## config.mk

```make
export PLATFORM = sky130hd
export DESIGN_NAME = maxnet_driver_flat
export DESIGN_NICKNAME = d
export VERILOG_FILES = /design/src/rtl/maxnet_if.sv /design/src/rtl/maxnet_driver.sv /design/src/flat_wrapper.sv
export SDC_FILE = /design/constraint.sdc
export NUM_CORES = 1
export LEC_CHECK = 0
export ABC_AREA = 1
export BUFFER_PORTS_ARGS = -buffer_cell sky130_fd_sc_hd__clkbuf_2
export CORE_MARGIN = 5
export CORE_UTILIZATION = 31
export DETAILED_ROUTE_END_ITERATION = 16
export GPL_ROUTABILITY_DRIVEN = 0
export PLACE_DENSITY = 0.46
export SLEW_MARGIN = 20
export SYNTH_ARGS = -nofsm -noshare
export SYNTH_HDL_FRONTEND = slang
export SYNTH_SLANG_ARGS = --single-unit
export TNS_END_PERCENT = 100
```

## constraint.sdc

```tcl
create_clock -name clk -period 3.2 [get_ports clk]
set_input_delay 0.32 -clock clk [delete_from_list [all_inputs] [get_ports clk]]
set_output_delay 0.32 -clock clk [all_outputs]
set_load 0.02 [all_outputs]
```

## src/rtl/maxnet_if.sv

```systemverilog
// Host/engine-facing signal bundle of the maxnet driver.
// The slave modport is the driver; master is whatever drives host requests and the engine.
interface maxnet_if #(
    parameter int unsigned RESULT_W = 32
);
    logic                req_valid;
    logic                req_ready;
    logic                mn_start;
    logic                mn_done;
    logic [RESULT_W-1:0] mn_result;
    logic                res_valid;
    logic                res_ready;
    logic [RESULT_W-1:0] res_data;
    logic                res_timeout;
    logic                busy;
    logic [7:0]          job_count;

    modport master (
        output req_valid,
        input  req_ready,
        input  mn_start,
        output mn_done,
        output mn_result,
        input  res_valid,
        output res_ready,
        input  res_data,
        input  res_timeout,
        input  busy,
        input  job_count
    );

    modport slave (
        input  req_valid,
        output req_ready,
        output mn_start,
        input  mn_done,
        input  mn_result,
        output res_valid,
        input  res_ready,
        output res_data,
        output res_timeout,
        output busy,
        output job_count
    );
endinterface

```

## src/rtl/maxnet_driver.sv

```systemverilog
// Runs one maxnet engine job at a time with a completion timeout and queues
// each outcome (result or timeout marker) in a first-word fall-through FIFO.
module maxnet_driver #(
    parameter int unsigned RESULT_W = 32,
    parameter int unsigned TIMEOUT  = 255,
    parameter int unsigned DEPTH    = 4
) (
    input logic     clk,
    input logic     rst,
    maxnet_if.slave bus
);
    localparam int unsigned PTR_W = $clog2(DEPTH);
    localparam int unsigned CNT_W = PTR_W + 1;

    typedef enum logic [1:0] {StIdle, StStart, StWait, StStore} state_t;

    state_t              state_q;
    logic [15:0]         wait_q;
    logic                mn_start_q;
    logic                busy_q;
    logic [RESULT_W-1:0] cap_data_q;
    logic                cap_to_q;
    logic [7:0]          job_count_q;

    logic [RESULT_W:0]   mem_q [DEPTH];
    logic [PTR_W-1:0]    wptr_q;
    logic [PTR_W-1:0]    rptr_q;
    logic [CNT_W-1:0]    count_q;

    logic              push;
    logic              pop;
    logic              req_ready;
    logic              res_valid;
    logic [RESULT_W:0] head;

    assign push      = (state_q == StStore);
    assign res_valid = (count_q != '0);
    assign pop       = res_valid & bus.res_ready;
    assign req_ready = (state_q == StIdle) && (count_q < CNT_W'(DEPTH));
    assign head      = mem_q[rptr_q];

    assign bus.req_ready   = req_ready;
    assign bus.mn_start    = mn_start_q;
    assign bus.busy        = busy_q;
    assign bus.job_count   = job_count_q;
    assign bus.res_valid   = res_valid;
    // Head is gated so an empty FIFO reads as zero without resetting the storage.
    assign bus.res_data    = res_valid ? head[RESULT_W-1:0] : '0;
    assign bus.res_timeout = res_valid & head[RESULT_W];

    always_ff @(posedge clk or posedge rst) begin
        if (rst) begin
            state_q     <= StIdle;
            wait_q      <= '0;
            mn_start_q  <= 1'b0;
            busy_q      <= 1'b0;
            cap_data_q  <= '0;
            cap_to_q    <= 1'b0;
            job_count_q <= '0;
        end else begin
            mn_start_q <= 1'b0;
            case (state_q)
                StIdle: begin
                    if (bus.req_valid && req_ready) begin
                        state_q    <= StStart;
                        mn_start_q <= 1'b1;
                        busy_q     <= 1'b1;
                    end
                end
                StStart: begin
                    state_q <= StWait;
                    wait_q  <= '0;
                end
                StWait: begin
                    // Completion takes priority over a timeout in the same cycle.
                    if (bus.mn_done) begin
                        cap_data_q <= bus.mn_result;
                        cap_to_q   <= 1'b0;
                        state_q    <= StStore;
                    end else if (wait_q == 16'(TIMEOUT - 1)) begin
                        cap_data_q <= '0;
                        cap_to_q   <= 1'b1;
                        state_q    <= StStore;
                    end else begin
                        wait_q <= wait_q + 16'd1;
                    end
                end
                StStore: begin
                    job_count_q <= job_count_q + 8'd1;
                    busy_q      <= 1'b0;
                    state_q     <= StIdle;
                end
                default: state_q <= StIdle;
            endcase
        end
    end

    always_ff @(posedge clk or posedge rst) begin
        if (rst) begin
            wptr_q  <= '0;
            rptr_q  <= '0;
            count_q <= '0;
        end else begin
            if (push) wptr_q <= wptr_q + PTR_W'(1);
            if (pop)  rptr_q <= rptr_q + PTR_W'(1);
            count_q <= count_q + CNT_W'(push) - CNT_W'(pop);
        end
    end

    always_ff @(posedge clk) begin
        if (push) mem_q[wptr_q] <= {cap_to_q, cap_data_q};
    end
endmodule

```

## src/flat_wrapper.sv

```systemverilog
// flat-port wrapper written by rule: the top's interface ports become plain ports
module maxnet_driver_flat 
#(
    parameter int unsigned RESULT_W = 32,
    parameter int unsigned TIMEOUT  = 255,
    parameter int unsigned DEPTH    = 4
)
  (clk, rst, bus_req_valid, bus_req_ready, bus_mn_start, bus_mn_done, bus_mn_result, bus_res_valid, bus_res_ready, bus_res_data, bus_res_timeout, bus_busy, bus_job_count);
  maxnet_if #(.RESULT_W(RESULT_W)) bus_i ();
  input logic clk;
  input logic rst;
  input wire logic [$bits(bus_i.req_valid)-1:0] bus_req_valid;
  output wire logic [$bits(bus_i.req_ready)-1:0] bus_req_ready;
  output wire logic [$bits(bus_i.mn_start)-1:0] bus_mn_start;
  input wire logic [$bits(bus_i.mn_done)-1:0] bus_mn_done;
  input wire logic [$bits(bus_i.mn_result)-1:0] bus_mn_result;
  output wire logic [$bits(bus_i.res_valid)-1:0] bus_res_valid;
  input wire logic [$bits(bus_i.res_ready)-1:0] bus_res_ready;
  output wire logic [$bits(bus_i.res_data)-1:0] bus_res_data;
  output wire logic [$bits(bus_i.res_timeout)-1:0] bus_res_timeout;
  output wire logic [$bits(bus_i.busy)-1:0] bus_busy;
  output wire logic [$bits(bus_i.job_count)-1:0] bus_job_count;
  assign bus_i.req_valid = bus_req_valid;
  assign bus_req_ready = bus_i.req_ready;
  assign bus_mn_start = bus_i.mn_start;
  assign bus_i.mn_done = bus_mn_done;
  assign bus_i.mn_result = bus_mn_result;
  assign bus_res_valid = bus_i.res_valid;
  assign bus_i.res_ready = bus_res_ready;
  assign bus_res_data = bus_i.res_data;
  assign bus_res_timeout = bus_i.res_timeout;
  assign bus_busy = bus_i.busy;
  assign bus_job_count = bus_i.job_count;
  maxnet_driver #(.RESULT_W(RESULT_W), .TIMEOUT(TIMEOUT), .DEPTH(DEPTH)) u_core (.clk(clk), .rst(rst), .bus(bus_i));
endmodule
```

# After elaboration in Yosys (flattened, before gate mapping)

Memory sizes are Yosys's and may differ from the RTL's.
Index checks and enable logic that the tools add are counted.

Register bits after elaboration: 68
Latch bits: 0
RAM bits: 132
ROM bits: 0
Input bits: 37
Output and inout port bits: 45
Logic and storage cells: 57
Memories kept: 1

$add $sub $neg: 6
$mul: 0
Div/mod/pow operators: 0
Magnitude comparators: 1
Eq/ne operators: 8
Shift operators: 0
Muxes and demuxes: 18
Bitwise operators: 2
Reductions and logical operators: 11

Memories:

| memory       | words | bits a word | read ports | clocked after memory_dff | wr ports | RTL line            | source |
|---|---|---|---|---|---|---|---|
| u_core.mem_q | 4     | 33          | 1          | 0                        | 1        | maxnet_driver.sv:25 | `logic [RESULT_W:0] mem_q [DEPTH];` |

Operators with widths:

| operator                                               | count |
|---|---|
| two-way mux 32 bit                                     | 3 |
| two-way mux 16 bit                                     | 2 |
| case mux 16 bit (2 select lines)                       | 1 |
| adder 16 x 1 -> 16 bit (second input constant)         | 1 |
| == test 16 x 8 -> 1 bit (second input constant)        | 1 |
| adder 8 x 1 -> 8 bit (second input constant)           | 1 |
| case mux 2 bit (4 select lines)                        | 1 |
| two-way mux 1 bit                                      | 7 |
| two-way mux 2 bit                                      | 3 |
| inequality test 2 bit (second input constant)          | 3 |
| AND reduction 2 bit                                    | 3 |
| nonzero test 2 bit                                     | 3 |
| adder 2 x 1 -> 2 bit (second input constant)           | 2 |
| == test 2 bit (second input constant)                  | 2 |
| adder 3 x 1 -> 3 bit                                   | 1 |
| less-than comparator 3 bit (second input constant)     | 1 |
| inequality test 3 x 2 -> 1 bit (second input constant) | 1 |
| AND reduction 3 bit                                    | 1 |
| nonzero test 3 bit                                     | 1 |
| subtractor 3 x 1 -> 3 bit                              | 1 |
| bitwise AND 1 bit                                      | 2 |
| == test 2 x 1 -> 1 bit (second input constant)         | 1 |
| logical AND 1 bit                                      | 2 |
| logical NOT 2 bit                                      | 1 |
| case mux 1 bit (2 select lines)                        | 1 |

# Longest topological paths before layout

Gate-level depths: netlist (run 1).

Depth in word-level cells: 5
Gate-level depth with buffers: 10
Mapped depth without buffers: 9

# Least setup slack after synthesis (run 1)

Ideal clock, no wire load.

Path type: register to register
From: reg u_core.count_q[2]
To: reg u_core.count_q[2]
Setup time: 0.129 ns
Arrival time: 2.001 ns
Required time: 3.071 ns
Path slack: 1.070 ns
Stages on the path, launching flop included: 9
Buffers on the path: 0
Clock period less this slack: 2.130 ns
Cell sequence: dfrtp_1 -> nor3_2 -> nor2_1 -> ha_1 -> inv_1 -> ha_1 -> fa_1 -> xnor2_1 -> xor2_1

Word-level cells in the longest chain between the ends: 3
Elaborated cells between the ends (all ways): 4
Classes of those cells: add/sub: 2; bitwise: 1; reduce/logical: 1

RTL lines:

| item                      | RTL line             | source |
|---|---|---|
| start: declaration        | maxnet_driver.sv:28  | `logic [CNT_W-1:0] count_q;` |
| start signal: assignment  | maxnet_driver.sv:106 | `count_q <= count_q + CNT_W'(push) - CNT_W'(pop);` |
| nonzero test 3 bit        | maxnet_driver.sv:37  | `assign res_valid = (count_q != '0);` |
| bitwise AND 1 bit         | maxnet_driver.sv:38  | `assign pop = res_valid & bus.res_ready;` |
| net u_core.pop            | maxnet_driver.sv:31  | `logic pop;` |
| subtractor 3 x 1 -> 3 bit | maxnet_driver.sv:106 |  |

The timed path passes the listed nets, and every way through them passes these cells.
A chain may end at the register's enable or synchronous reset.

# Final worst setup path (run 1)

From: reg u_core.rptr_q[0]
To: out bus_res_data[10]

Word-level cells in the longest chain between the ends: 2

RTL lines:

| item                     | RTL line             | source |
|---|---|---|
| start: declaration       | maxnet_driver.sv:27  | `logic [PTR_W-1:0] rptr_q;` |
| start signal: assignment | maxnet_driver.sv:105 | `if (pop) rptr_q <= rptr_q + PTR_W'(1);` |
| memory (4 x 33 bit)      | n/a                  |  |
| two-way mux 32 bit       | maxnet_driver.sv:48  | `assign bus.res_data = res_valid ? head[RESULT_W-1:0] : '0;` |
| end: declaration         | flat_wrapper.sv:19   | `output wire logic [$bits(bus_i.res_data)-1:0] bus_res_data;` |

Every way passes these cells.

==> impl_metrics.json, run 1 <==
{
  "finalCritPeriodShare": 0.811,
  "grt_pass1_wl_um": 31600,
  "finalCriticalPeriod_ns": 2.60,
  "io_buffer_count": 81,
  "core_area_um2": 26900,
  "cts_root_buf": "clkbuf_16",
  "syn_nets": 852,
  "clk_latency_ns": 0.43,
  "final_util": 0.364,
  "finClkSkew_ns": 0.0112,
  "drv_slew": 0,
  "final_area_um2": 9790,
  "place_ws_ns": 1.03,
  "synth.area.top_cells": "edfxtp_1 (47%), dfrtp_1 (20%), nor2_1 (7.5%)",
  "leakage_nw": 4.04,
  "setup_ws_ns": 0.605,
  "tightest_slew_ns": 0.892,
  "dr.pass1.iters": 5,
  "die-area_um2": 30600,
  "via_count": 5538,
  "cts.htree.levels": 4,
  "final_cells": 1230,
  "finalPower_mw": 9.42,
  "cp.arrival_ns": 2.28,
  "grt_pass1_vias": 5698,
  "tns_ns": 0,
  "antenna_found_initial": 0,
  "grt_overflow": 0,
  "cts_tree": "yes",
  "hold_class": "in -> reg",
  "fin_hold_ws_ns": 0.0899,
  "fmax_mhz": 385,
  "cap_violations": 0,
  "final_common_cell": "nor2_1",
  "avgSynthCellArea_um2": 10.5,
  "post-dp-hpwl_um": 11900,
  "fillerInstances": 2720,
  "hold_violations": 0,
  "via_per_inst": 4.50,
  "ios": 82,
  "synth_cell_type_count": 30,
  "yosysTopAreaCell": "edfxtp_1",
  "place_area_um2": 9180,
  "track_usage": 0.131,
  "rows": 60,
  "placed_cells": 1197,
  "cts_setup_buffers": 0,
  "synthDominantCellAreaShare": 0.470,
  "rsz0062_at_grt": "false",
  "crit_type": "reg -> out",
  "synth_seq_cells": 200,
  "status": "finished, final reports clean",
  "yosys_warnings": 0,
  "postSynthCellCount": 801,
  "route.detailed.wl_per_inst_um": 15.7,
  "grt_max_degree": 69,
  "synthToLayoutAreaGrowth_pct": 16.0,
  "startpoint_type": "register",
  "drt_iter0_markers": 408,
  "diodes": 0,
  "numCtsBuffers": 17,
  "end_kind": "output pin",
  "hold_buffers": 1,
  "design.final.nets": 927,
  "irDropWorstVdd_mv": 0.405,
  "die_w_um": 175,
  "crit_fanout": 47,
  "ant_nets": 0,
  "setup_viol": 0,
  "fp.dieH_um": 175,
  "drc": 0,
  "initial_core_util": 0.314,
  "clk_path_buf_depth": 2,
  "post_cts_resized": 0,
  "powerDensity_nw_per_um2": 962,
  "synth.cell_area_um2": 8440,
  "required_ns": 2.88,
  "synth_seq_area_share": 0.671,
  "drt_wl_total_um": 19300,
  "most-common-layout-cells": "nor2_1 (168), nand2_1 (161), edfxtp_1 (132)",
  "clk_pin_slew_ns": 0.07,
  "layout-drive-gt1-share": 0.160,
  "cts.sinks": 200,
  "relSlewSlack": 0.405
}
cell usage after synthesis:
| cell type | number |
|---|---|
| edfxtp_1 | 132 |
| buf_4 | 2 |
| clkinv_1 | 1 |
| clkbuf_1 | 19 |
| o21ai_1 | 2 |
| buf_6 | 4 |
| inv_1 | 38 |
| inv_2 | 4 |
| buf_1 | 1 |
| xnor2_1 | 2 |
| a21oi_4 | 1 |
| nand4_1 | 3 |
| dfrtp_1 | 68 |
| fa_1 | 1 |
| a21oi_1 | 42 |
| ha_1 | 13 |
| nand2_1 | 161 |
| mux2_2 | 1 |
| nand2_2 | 4 |
| nand2_4 | 3 |
| nand3_1 | 31 |
| buf_2 | 9 |
| nor2_1 | 168 |
| nor3_2 | 1 |
| nor3b_1 | 1 |
| nor2_2 | 1 |
| xor2_1 | 12 |
| o21ai_0 | 74 |
| nand3b_1 | 1 |
| a2bb2oi_1 | 1 |
metal layers:
layer | vias up | global-route usage | wire length [um]
met5 | - | 0 | 0
met4 | 0 | 0.0288 | 57
met3 | 2 | 0.0294 | 686
met2 | 83 | 0.209 | 9110
met1 | 2648 | 0.184 | 9450
li1 | 2805 | - | -
registers in the layout, indices dropped and copies added (netlist names), 2 cells and up:
name,flops
u_core.bus.job_count,8
u_core.cap_data_q,32
u_core.mem_q,132
u_core.wait_q,16
u_core.wptr_q,2
u_core.state_q,2
u_core.count_q,3
u_core.rptr_q,2
power breakdown:
group          internal (mW)  total [mW]  switching (mW)  leakage (nW)
logic                  0.975        3.24            2.27          1.68
clock network           1.24        2.21           0.969         0.285
registers               3.56        3.97           0.411          2.08
total                   5.77        9.42            3.65          4.04
worst paths after layout:
path / startpoint / end / slack [ns] / depth (start not counted)
worst max-delay path: u_core.rptr_q[0]$_DFFE_PP0P_ / bus_res_data[10] / 0.60 / 5
worst min-delay path: bus_mn_result[19] / u_core.cap_data_q[19]$_DFFE_PP0P_ / 0.09 / 3
worst max register to register: u_core.count_q[2]$_DFF_PP0_ / u_core.count_q[2]$_DFF_PP0_ / 1.05 / 8
worst min register to register: u_core.bus.job_count[7]$_DFFE_PP0N_ / u_core.bus.job_count[7]$_DFFE_PP0N_ / 0.48 / 1
max in group asynchronous: rst / u_core.rptr_q[0]$_DFFE_PP0P_ / 2.10 / 4
min in group asynchronous: rst / u_core.wait_q[10]$_DFFE_PP0P_ / 0.45 / 3
worst max-delay path, stage by stage (launching register included):
cell	delay [ns]
dfrtp_2	0.40
inv_2	0.58
buf_4	0.31
o21ai_0	0.10
a21oi_1	0.23
clkbuf_2	0.22
area by class of cell:
cell class | instances | area [um^2] | area share
Clock inverter | 14 | 170 | 0.0174
Sequential cell | 200 | 5670 | 0.579
Tap cell | 341 | 427 | 0.0436
Inverter | 43 | 163 | 0.0166
Multi-Input combinational cell | 523 | 2440 | 0.249
Clock buffer | 18 | 429 | 0.0438
Timing Repair Buffer | 91 | 495 | 0.0506
kinds of logic after synthesis:
family,count (synthesis),synth area share
flip-flops,200,0.671
AND/OR/NAND/NOR,374,0.178
multiplexers,1,0.00133
XOR/XNOR,14,0.0145
buffers and inverters,78,0.0405
AO/OA/AOI/OAI,120,0.0730
adder cells (fa/ha/maj),14,0.0216
No activity file was read; power rests on OpenSTA's default activity.
==> inputs of run 2 (changes only) <==
PLACE_DENSITY = 0.48   (was 0.46)
clock period = 2.3 ns   (was 3.2 ns; I/O delays follow)
==> run 2 against run 1 <==
First-iteration DRC count fell by 18%. Power rose by 42%. Sequential power rose by 38%. Cell area rose by 4.0%. Clock-buffer cell count fell by 1. Highest routed layer unchanged. Sequential share of layout area fell by 2.2 points. Largest cell class unchanged. Utilization rose by 1.4 points. Via count rose by 4.0%. Combinational power rose by 49%. Critical path type unchanged. Clock skew rose by 0.0067 ns. Non-clock buffer count rose by 31. Global-route usage rose by 0.38 points.
==> impl_metrics.json, run 2 (synthesized netlist as in run 1, its figures left out) <==
{
  "core_area_um2": 26900,
  "final_common_cell": "nor2_1",
  "place_area_um2": 9360,
  "ff_latch_area_um2": 5670,
  "io_buffer_count": 81,
  "grt_overflow": 0,
  "final_area_um2": 10200,
  "grt_pass1_vias": 5764,
  "end_kind": "output pin",
  "cts.sinks": 200,
  "largest_register_ffs": 132,
  "design.final.nets": 958,
  "ant_nets": 0,
  "grt_pass1_wl_um": 32200,
  "cts_tree": "yes",
  "rsz0062_at_grt": "false",
  "track_usage": 0.135,
  "clk_pin_slew_ns": 0.08,
  "clk_path_buf_depth": 2,
  "ios": 82,
  "powerDensity_nw_per_um2": 1310,
  "grt_max_degree": 51,
  "most-common-layout-cells": "nor2_1 (168), nand2_1 (161), edfxtp_1 (132)",
  "multiInputGateArea_um2": 2440,
  "crit_type": "reg -> out",
  "finalCritPeriodShare": 0.950,
  "cp.arrival_ns": 1.95,
  "leakage_nw": 4.22,
  "cts_setup_buffers": 0,
  "layout-drive-gt1-share": 0.168,
  "required_ns": 2.07,
  "tns_ns": 0,
  "numCtsBuffers": 17,
  "status": "finished, final reports clean",
  "startpoint_type": "register",
  "drt_iter0_markers": 334,
  "cts_root_buf": "clkbuf_16",
  "drt_wl_total_um": 20000,
  "setup_viol": 0,
  "via_per_inst": 4.57,
  "top_regs": "u_core.mem_q (132), u_core.cap_data_q (32), u_core.wait_q (16)",
  "finClkSkew_ns": 0.0178,
  "finalPower_mw": 13.4,
  "route.detailed.wl_per_inst_um": 15.8,
  "finalCriticalPeriod_ns": 2.18,
  "irDropWorstVdd_mv": 0.571,
  "initial_core_util": 0.314,
  "crit_fanout": 34,
  "post-dp-hpwl_um": 12000,
  "drv_slew": 0,
  "die_w_um": 175,
  "tightest_slew_ns": 0.518,
  "synthToLayoutAreaGrowth_pct": 20.6,
  "cap_violations": 0,
  "via_count": 5761,
  "fillerInstances": 2692,
  "die-area_um2": 30600,
  "hold_class": "in -> reg",
  "hold_violations": 0,
  "rows": 60,
  "fp.dieH_um": 175,
  "fmax_mhz": 458,
  "antenna_found_initial": 0,
  "diodes": 0,
  "cts.htree.levels": 4,
  "top_register": "u_core.mem_q",
  "clk_latency_ns": 0.44,
  "dr.pass1.iters": 5,
  "final_util": 0.379,
  "relSlewSlack": 0.655,
  "drc": 0
}
-- run 2: changes by cell type in the layout (fill, tap and decap cells not counted), sizes merged --
| cell | delta |
|---|---|
| clkinv | +4 |
| inv | +2 |
| clkinvlp | -2 |
| clkbuf | -1 |
| dlygate4sd3 | +19 |
| buf | +12 |
| bufinv | -3 |
-- run 2: power breakdown --
group / leakage [nW] / switching, mW / internal (mW)
logic: 1.85 / 3.25 / 1.57
registers: 2.08 / 0.548 / 4.94
clock network: 0.295 / 1.56 / 1.49
-- run 2: area by class of cell --
cell class / instances / area share
inverters: 43 / 0.0161
repair buffers: 122 / 0.0848
clock buffers: 17 / 0.0418
clock inverters: 15 / 0.0192
flip-flops and latches: 200 / 0.557
well taps: 341 / 0.0419
multi-input cells: 523 / 0.239
-- run 2: critical path, cell delays in order (launching register included) --
cell and delay (ns):
dfrtp_1 0.44, nor3_4 0.22, buf_4 0.47, a21oi_1 0.18, clkbuf_2 0.20
-- run 2: worst paths after layout --
kind,startpoint,end,slack (ns),depth (start not counted)
worst max-delay path,u_core.count_q[2]$_DFF_PP0_,bus_res_data[31],0.12,4
worst min-delay path,bus_mn_result[16],u_core.cap_data_q[16]$_DFFE_PP0P_,0.02,3
worst max register to register,u_core.count_q[2]$_DFF_PP0_,u_core.count_q[2]$_DFF_PP0_,0.25,8
worst min register to register,u_core.bus.job_count[7]$_DFFE_PP0N_,u_core.bus.job_count[7]$_DFFE_PP0N_,0.48,1
max in group asynchronous,rst,u_core.rptr_q[0]$_DFFE_PP0P_,1.32,4
min in group asynchronous,rst,u_core.cap_data_q[19]$_DFFE_PP0P_,0.32,3
-- run 2: timing repair --
item	4_1_cts	5_1_grt
hold endpoints to repair	38	0
endpoints found under the setup margin	0	2
hold buffers	20	0
gates resized for setup	0	1
-- run 2: routing by layer --
metal,global-route usage,vias to the layer above,share of wire
met5,0,-,0
met4,0.0347,0,0.014
li1,-,2873,-
met3,0.0350,17,0.039
met2,0.215,101,0.46
met1,0.184,2770,0.49
-- run 2: per-stage QoR --
step                cells  setup WS [ns]  hold WS (ns)
floorplan             801          0.170         0.347
CTS                  1261         0.0476       0.00201
detailed placement   1209          0.245         0.250
global route         1261         0.0110        0.0200
finish               1261          0.115        0.0197
global placement     1209          0.312         0.246
